File: src/rtl/isa_io_cycle_controller.sv
// ISA I/O cycle sequencer: drives address/data load, IOW/IOR strobes and read capture
// for one bus cycle at a time, with programmable timing and IOCHRDY wait/timeout.
module isa_io_cycle_controller #(
   parameter int SETUP_CYCLES    = 2,
   parameter int STROBE_CYCLES   = 8,
   parameter int HOLD_CYCLES     = 1,
   parameter int RECOVERY_CYCLES = 4,
   parameter int TIMEOUT_CYCLES  = 1024,
   parameter int CNT_WIDTH       = 11
) (
   input  logic clk,
   input  logic reset,
   input  logic cmd_valid,
   input  logic cmd_write,
   output logic cmd_ready,
   input  logic iochrdy,
   output logic address_load,
   output logic data_load,
   output logic data_read,
   output logic iow,
   output logic ior,
   output logic rsp_valid,
   output logic rsp_timeout,
   output logic busy
);

   typedef enum logic [2:0] {
      S_IDLE,
      S_LOAD,
      S_SETUP,
      S_STROBE,
      S_WAIT,
      S_LAST,
      S_HOLD,
      S_RECOVERY
   } state_t;

   // Terminal counts: each phase counts from 0 up to its *_END value.
   // STROBE stops one short because LAST supplies the final strobe-low cycle.
   localparam logic [CNT_WIDTH-1:0] SETUP_END    = CNT_WIDTH'(SETUP_CYCLES - 1);
   localparam logic [CNT_WIDTH-1:0] STROBE_END   = CNT_WIDTH'(STROBE_CYCLES - 2);
   localparam logic [CNT_WIDTH-1:0] HOLD_END     = CNT_WIDTH'(HOLD_CYCLES - 1);
   localparam logic [CNT_WIDTH-1:0] RECOVERY_END = CNT_WIDTH'(RECOVERY_CYCLES - 1);
   localparam logic [CNT_WIDTH-1:0] TIMEOUT_END  = CNT_WIDTH'(TIMEOUT_CYCLES - 1);

   state_t               state, state_nxt;
   logic [CNT_WIDTH-1:0] cnt, cnt_nxt;
   logic                 write_q, write_nxt;
   logic                 timeout_q, timeout_nxt;
   logic                 iochrdy_m, iochrdy_s;
   logic                 strobe_nxt;
   logic                 rsp_nxt;

   always_ff @(posedge clk or negedge reset) begin
      if (!reset) begin
         iochrdy_m <= 1'b1;
         iochrdy_s <= 1'b1;
      end else begin
         iochrdy_m <= iochrdy;
         iochrdy_s <= iochrdy_m;
      end
   end

   always_comb begin
      state_nxt   = state;
      cnt_nxt     = cnt + CNT_WIDTH'(1);
      write_nxt   = write_q;
      timeout_nxt = timeout_q;
      case (state)
         S_IDLE: begin
            cnt_nxt = '0;
            if (cmd_valid) begin
               state_nxt = S_LOAD;
               write_nxt = cmd_write;
            end
         end
         S_LOAD: begin
            cnt_nxt   = '0;
            state_nxt = S_SETUP;
         end
         S_SETUP: begin
            if (cnt == SETUP_END) begin
               cnt_nxt   = '0;
               state_nxt = S_STROBE;
            end
         end
         S_STROBE: begin
            if (cnt == STROBE_END) begin
               cnt_nxt   = '0;
               state_nxt = iochrdy_s ? S_LAST : S_WAIT;
            end
         end
         S_WAIT: begin
            // A card release on the very last allowed wait cycle still wins over timeout.
            if (iochrdy_s) begin
               cnt_nxt   = '0;
               state_nxt = S_LAST;
            end else if (cnt == TIMEOUT_END) begin
               cnt_nxt     = '0;
               timeout_nxt = 1'b1;
               state_nxt   = S_HOLD;
            end
         end
         S_LAST: begin
            cnt_nxt   = '0;
            state_nxt = S_HOLD;
         end
         S_HOLD: begin
            if (cnt == HOLD_END) begin
               cnt_nxt = '0;
               if (RECOVERY_CYCLES == 0) begin
                  state_nxt   = S_IDLE;
                  timeout_nxt = 1'b0;
               end else begin
                  state_nxt = S_RECOVERY;
               end
            end
         end
         S_RECOVERY: begin
            if (cnt == RECOVERY_END) begin
               cnt_nxt     = '0;
               timeout_nxt = 1'b0;
               state_nxt   = S_IDLE;
            end
         end
         default: begin
            cnt_nxt   = '0;
            state_nxt = S_IDLE;
         end
      endcase
   end

   // Outputs are decoded from the next state so the registered copies line up with the state.
   assign strobe_nxt = (state_nxt == S_STROBE) || (state_nxt == S_WAIT) || (state_nxt == S_LAST);
   assign rsp_nxt    = (state_nxt == S_HOLD) && (cnt_nxt == HOLD_END);

   always_ff @(posedge clk or negedge reset) begin
      if (!reset) begin
         state        <= S_IDLE;
         cnt          <= '0;
         write_q      <= 1'b0;
         timeout_q    <= 1'b0;
         cmd_ready    <= 1'b1;
         busy         <= 1'b0;
         address_load <= 1'b0;
         data_load    <= 1'b0;
         data_read    <= 1'b0;
         iow          <= 1'b1;
         ior          <= 1'b1;
         rsp_valid    <= 1'b0;
         rsp_timeout  <= 1'b0;
      end else begin
         state        <= state_nxt;
         cnt          <= cnt_nxt;
         write_q      <= write_nxt;
         timeout_q    <= timeout_nxt;
         cmd_ready    <= (state_nxt == S_IDLE);
         busy         <= (state_nxt != S_IDLE);
         address_load <= (state_nxt == S_LOAD);
         data_load    <= (state_nxt == S_LOAD) && write_nxt;
         data_read    <= (state_nxt == S_LAST) && !write_nxt;
         iow          <= !(strobe_nxt && write_nxt);
         ior          <= !(strobe_nxt && !write_nxt);
         rsp_valid    <= rsp_nxt;
         rsp_timeout  <= rsp_nxt && timeout_nxt;
      end
   end

endmodule

File: config.mk
export PLATFORM = sky130hd
export DESIGN_NAME = isa_io_cycle_controller
export DESIGN_NICKNAME = d
export VERILOG_FILES = /design/src/rtl/isa_io_cycle_controller.sv
export SDC_FILE = /design/constraint.sdc
export NUM_CORES = 1
export LEC_CHECK = 0
export BUFFER_PORTS_ARGS = -buffer_cell sky130_fd_sc_hd__buf_2
export CAP_MARGIN = 20
export CELL_PAD_IN_SITES_DETAIL_PLACEMENT = 0
export CELL_PAD_IN_SITES_GLOBAL_PLACEMENT = 2
export CORE_ASPECT_RATIO = 1.2
export CORE_UTILIZATION = 33
export CTS_CLUSTER_DIAMETER = 200
export DETAILED_ROUTE_END_ITERATION = 8
export HOLD_SLACK_MARGIN = 0.12
export PLACE_DENSITY = 0.83
export SLEW_MARGIN = 25
export SYNTH_ARGS = -nofsm -noshare
export SYNTH_HDL_FRONTEND = slang
export SYNTH_SLANG_ARGS = --single-unit
export TNS_END_PERCENT = 1
File: constraint.sdc
create_clock -name clk -period 1.9 [get_ports clk]
set_input_delay 0.19 -clock clk [delete_from_list [all_inputs] [get_ports clk]]
set_output_delay 0.19 -clock clk [all_outputs]
set_load 0.1 [all_outputs]
* After elaboration in Yosys (flattened, before gate mapping)
Cells that the tools add are included.
** Storage, ports and cells
- Bits in registers :: 27
- Bits in latches :: 0
- Memory bits (writable) :: 0
- Memory bits (read-only) :: 0
- Input bits :: 5
- Output and inout bits :: 9
- Word-level logic and storage cells :: 71
- Memories kept :: 0
** Cells by class
- $add $sub $neg :: 1
- Multipliers :: 0
- Div/mod/pow operators :: 0
- Order comparisons :: 0
- Equality and inequality tests :: 16
- Shifts and indexed selects :: 0
- Mux-type cells :: 22
- Bitwise gates (word level) :: 0
- Reduce and logical (&&, ||, !) cells :: 17
** Operator list (count)
- $mux W11 :: 6
- $pmux W11 S6 :: 1
- $pmux W3 S8 :: 1
- $logic_not A11 Y1 :: 2
- $eq A3 B3 Y1 const B :: 7
- $mux W3 :: 7
- $add A11 B1 Y11 const B :: 1
- $eq A11 B1 Y1 const B :: 1
- $eq A11 B10 Y1 const B :: 1
- $eq A11 B2 Y1 const B :: 1
- $eq A11 B3 Y1 const B :: 1
- $eq A3 B2 Y1 const B :: 3
- $eq A3 B1 Y1 const B :: 2
- $logic_and A1 B1 Y1 :: 6
- $logic_not A3 Y1 :: 2
- $mux W1 :: 6
- $logic_not A1 Y1 :: 3
- $reduce_bool A3 Y1 :: 1
- $reduce_or A3 Y1 :: 1
- $logic_or A1 B1 Y1 :: 2
- $pmux W1 S2 :: 1

* Depth between registers and ports, before layout
- Word-level depth :: 9
- Gate-level depth with buffers :: 8
- Mapped depth without buffers :: 7

* Worst setup path after synthesis
No wires, ideal clock.
- Path type :: register to register
- Start :: register cnt[4]
- End :: register rsp_timeout
- Arrival time :: 2.001 ns
- Path slack :: -0.197 ns
- Cell stages (with the launch flop) :: 8
- Buffers on the path :: 1
- Period minus slack after synthesis :: 2.097 ns
- Cells stage by stage :: dfrtp_1 buf_6 nor4_4 nand4_2 a22o_4 o41ai_2 a21oi_2 nor4_2
** On the way
- Cells in the longest elaborated chain, start to end :: 7
- Elaborated cells between the ends (all ways) :: 28
** Ends and longest elaborated chain
- start: declaration :: RTL line 47 : logic [CNT_WIDTH-1:0] cnt, cnt_nxt;
- start signal: assignment :: RTL line 154 : cnt <= cnt_nxt;
- $add A11 B1 Y11 / $eq A11 B10 Y1 (equally long branches) :: RTL line 66, 98
- $mux W11 / $mux W3 (equally long branches) :: RTL line 98 : end else if (cnt == TIMEOUT_END) begin
- $mux W11 / $mux W3 (equally long branches) :: RTL line 95 : if (iochrdy_s) begin
- $pmux W11 S6 / $pmux W3 S8 (equally long branches) :: RTL line 69 : case (state)
- $logic_not A11 Y1 / $eq A3 B3 Y1 (equally long branches) :: RTL line 135 : assign rsp_nxt = (state_nxt == S_HOLD) && (cnt_nxt == HOLD_END);
- $logic_and A1 B1 Y1 :: RTL line 135
- $logic_and A1 B1 Y1 (*) :: RTL line 165 : rsp_timeout <= rsp_nxt && timeout_nxt;
- end signal: assignment :: RTL line 165
- end: declaration :: RTL line 23 : output logic rsp_timeout,
Mark *: on every way between the ends. The rest lies on a longest branch, timed or not.

* Worst setup path in the final report
- Start :: register cnt[6]
- End :: register rsp_timeout
The elaborated chain is that of the path after synthesis.

==> metrics.cfg <==
[worst_setup_path]
crit_type = flip-flop to flip-flop
end_kind = flip-flop
worstPathRequired_ns = 2.09
cpPeakStageDelay_ns = 0.40
path_max_fanout = 7
path_cells = buf_4 > nand3_1 > nor4_1 > nand2_1 > a21oi_1 > nand3_1 > nor4_2
crit_slowest_cell = dfrtp_1
worst_ep_arrival_time_ns = 2.08
critPathTopFamily = simple AND/OR/NAND/NOR gates
crit_top_cell = nand3_1
path_buf_inv = 1
crit_path_start_kind = flip-flop

[floorplanning]
core_um2 = 4360
start_util = 0.353
die_x_um = 64.3
die-area_um2 = 4940
io_pins = 14
die_h_um = 76.8
row_count = 26

[detailed_routing]
ant_nets = 0
wl_um = 3510
drt-initial-drc-count = 46
drc_errors = 0
vias = 1298
dr.pass1.iters = 4
via_per_inst = 5.07
wl_per_cell_um = 13.7

[yosys]
syn_inst = 158
synth_flop_cell = dfrtp_1
async_reset_ff_frac = 1.00
ys_types = 48
syn-cell-area_um2 = 1540
synth_nets = 167
netlist_top_cells_area = dfrtp_1, dfstp_2, nor2_1
seq_area_frac_synth = 0.443
syn_avg_cell_area_um2 = 9.74
synth_top_area_share = 0.358
synth-edff-count = 0
yosysTopAreaCell = dfrtp_1
synth-seq-cells = 27
yosys_warnings = 0

[sta]
slew_headroom = 0.600
clock_skew_ns = 0.00161
hold_viol = 0
drv_slew = 0
rsz0062_at_grt = yes
postLayoutSetupSlackWorst_ns = 0.00477
fin_crit_sh = 0.997
whs_ns = 0.152
min_period_ns = 1.90
setup_viol = 0
tightest_slew_ns = 0.599
timing.fmax_mhz = 528

[clock_network]
clkTransAtPathRegs_ns = 0.09
cts_tree = yes
root_buffer = clkbuf_8
htreeDepth = 1
cts_buffers = 3
clock_path_buffers = 2
cts.sink_count = 27
insertion_delay_ns = 0.27

[pwr]
ir_worst_vdd_uv = 444
p_int_mw = 1.45
pwr-share-comb = 0.577
p_per_area_nw_per_um2 = 1390
power_leakage_nw = 0.898
clkPwrFrac = 0.120
switching_share = 0.471
netSwitchingPower_mw = 1.30
power_frac_seq = 0.303

[cells_and_area]
fin_util = 0.455
instances_no_fill = 256
syn_to_final_growth_pct = 28.9
layout-drive-gt1-share = 0.375
layout_commonest_cell = buf_4
fill_cells = 451
final_cell_mix = buf_4, dfrtp_1, nor2_1, buf_2
fin_nets = 210
stdcell_area_um2 = 1980
diodes = 0

[global_routing]
grt_start_max_net_pins = 28
grt_antenna_before_repair = 0
grtUsageTotal = 0.160
grt_first_pass_wirelength_um = 6270
grt_overflow_total = 0
grt_pass1_vias = 1350

[run]
maxCapViolCount = 0

[place]
dpl_cell_area_um2 = 1840
port_buffers = 13
dp_cells = 246
place_ws_ns = -0.0662
gp_congestion = 0.810
hpwl_um = 2690

[status]
status = completed

[worst_hold_path]
hold_path_class = primary input to flip-flop

-- kinds of logic (layout without fill, tap and decap cells) --
group / Yosys count / after routing / share of synthesized area
fa+ha+maj: 4 / 4 / 0.0325
buf+inv: 18 / 60 / 0.0602
simple gates: 69 / 69 / 0.255
flops: 27 / 27 / 0.443
compound gates: 25 / 25 / 0.120
mux: 4 / 4 / 0.0268
xor+xnor: 11 / 11 / 0.0626
-- synth_stat cells, drive strengths merged (4+ instances only) --
cell type	number
nand3	9
dfstp	5
o21ai	8
and3	5
ha	4
nand2	9
dfrtp	22
nor4	5
nor3b	5
inv	9
nor2	19
nor3	6
xnor2	8
buf	6
-- power groups by stage --
| stage | Clock, mW | Sequential (mW) | Combinational, mW |
|---|---|---|---|
| final | 0.331 | 0.833 | 1.59 |
| after global routing | 0.358 | 0.856 | 1.73 |
| after CTS | 0.339 | 0.824 | 1.54 |
| after detailed placement | 0 | 0.837 | 1.50 |
| after global placement | 0 | 0.834 | 1.48 |
| after floorplan | 0 | 1.10 | 0.729 |
-- worst paths after layout --
kind                                to  slack (ns)  startpoint  cells past startpoint
setup / recovery           rsp_timeout       0.005      cnt[6]                      7
hold / removal               data_load        0.15   cmd_write                      2
setup reg to reg           rsp_timeout       0.005      cnt[6]                      7
hold reg to reg              iochrdy_s        0.36   iochrdy_m                      0
max in group asynchronous     state[2]        1.03       reset                      2
min in group asynchronous     state[1]        0.45       reset                      2
-- flip-flops by register name (all words and copies together), names as in the netlist --
name,cells
write_q,1
state,3
data_load,1
iochrdy_s,1
iochrdy_m,1
rsp_valid,1
address_load,1
iow,1
rsp_timeout,1
ior,1
busy,1
data_read,1
cmd_ready,1
cnt,11
timeout_q,1
-- worst reg2reg max path, cell delays in order (launching register included) --
cell     delay [ns]
dfrtp_1        0.40
buf_4          0.17
nand3_1        0.19
nor4_1         0.31
nand2_1        0.13
a21oi_1        0.20
nand3_1        0.15
nor4_2         0.26
-- what timing repair did --
action	4_1_cts	5_1_grt
setup buffers	3	1
cloned	0	0
gates resized for setup	3	10
pin swaps	5	3
endpoints found under the hold margin	23	0
hold buffers	2	0
setup endpoints to repair	2	12
-- final cells by class --
class / instances / area [um2] / area share
repair buffers: 47 / 329 / 0.166
inverters: 9 / 33.8 / 0.0170
clock buffers: 4 / 45.0 / 0.0227
multi-input cells: 113 / 822 / 0.414
flip-flops and latches: 27 / 684 / 0.345
well taps: 56 / 70.1 / 0.0353
-- per-layer routing --
metal	share of wire	wire length, um	global-route usage
met1	0.43	1530	0.201
met2	0.53	1850	0.277
met3	0.019	65	0.0238
met4	0.020	69	0.0511
met5	0	0	0
-- through the flow --
step,TNS (ns),total power [mW]
floorplan,-0.147,1.83
global placement,-0.0162,2.31
detailed placement,-0.113,2.34
CTS,0,2.70
global route,-0.382,2.94
finish,0,2.75
No activity file was read; power rests on OpenSTA's default activity.
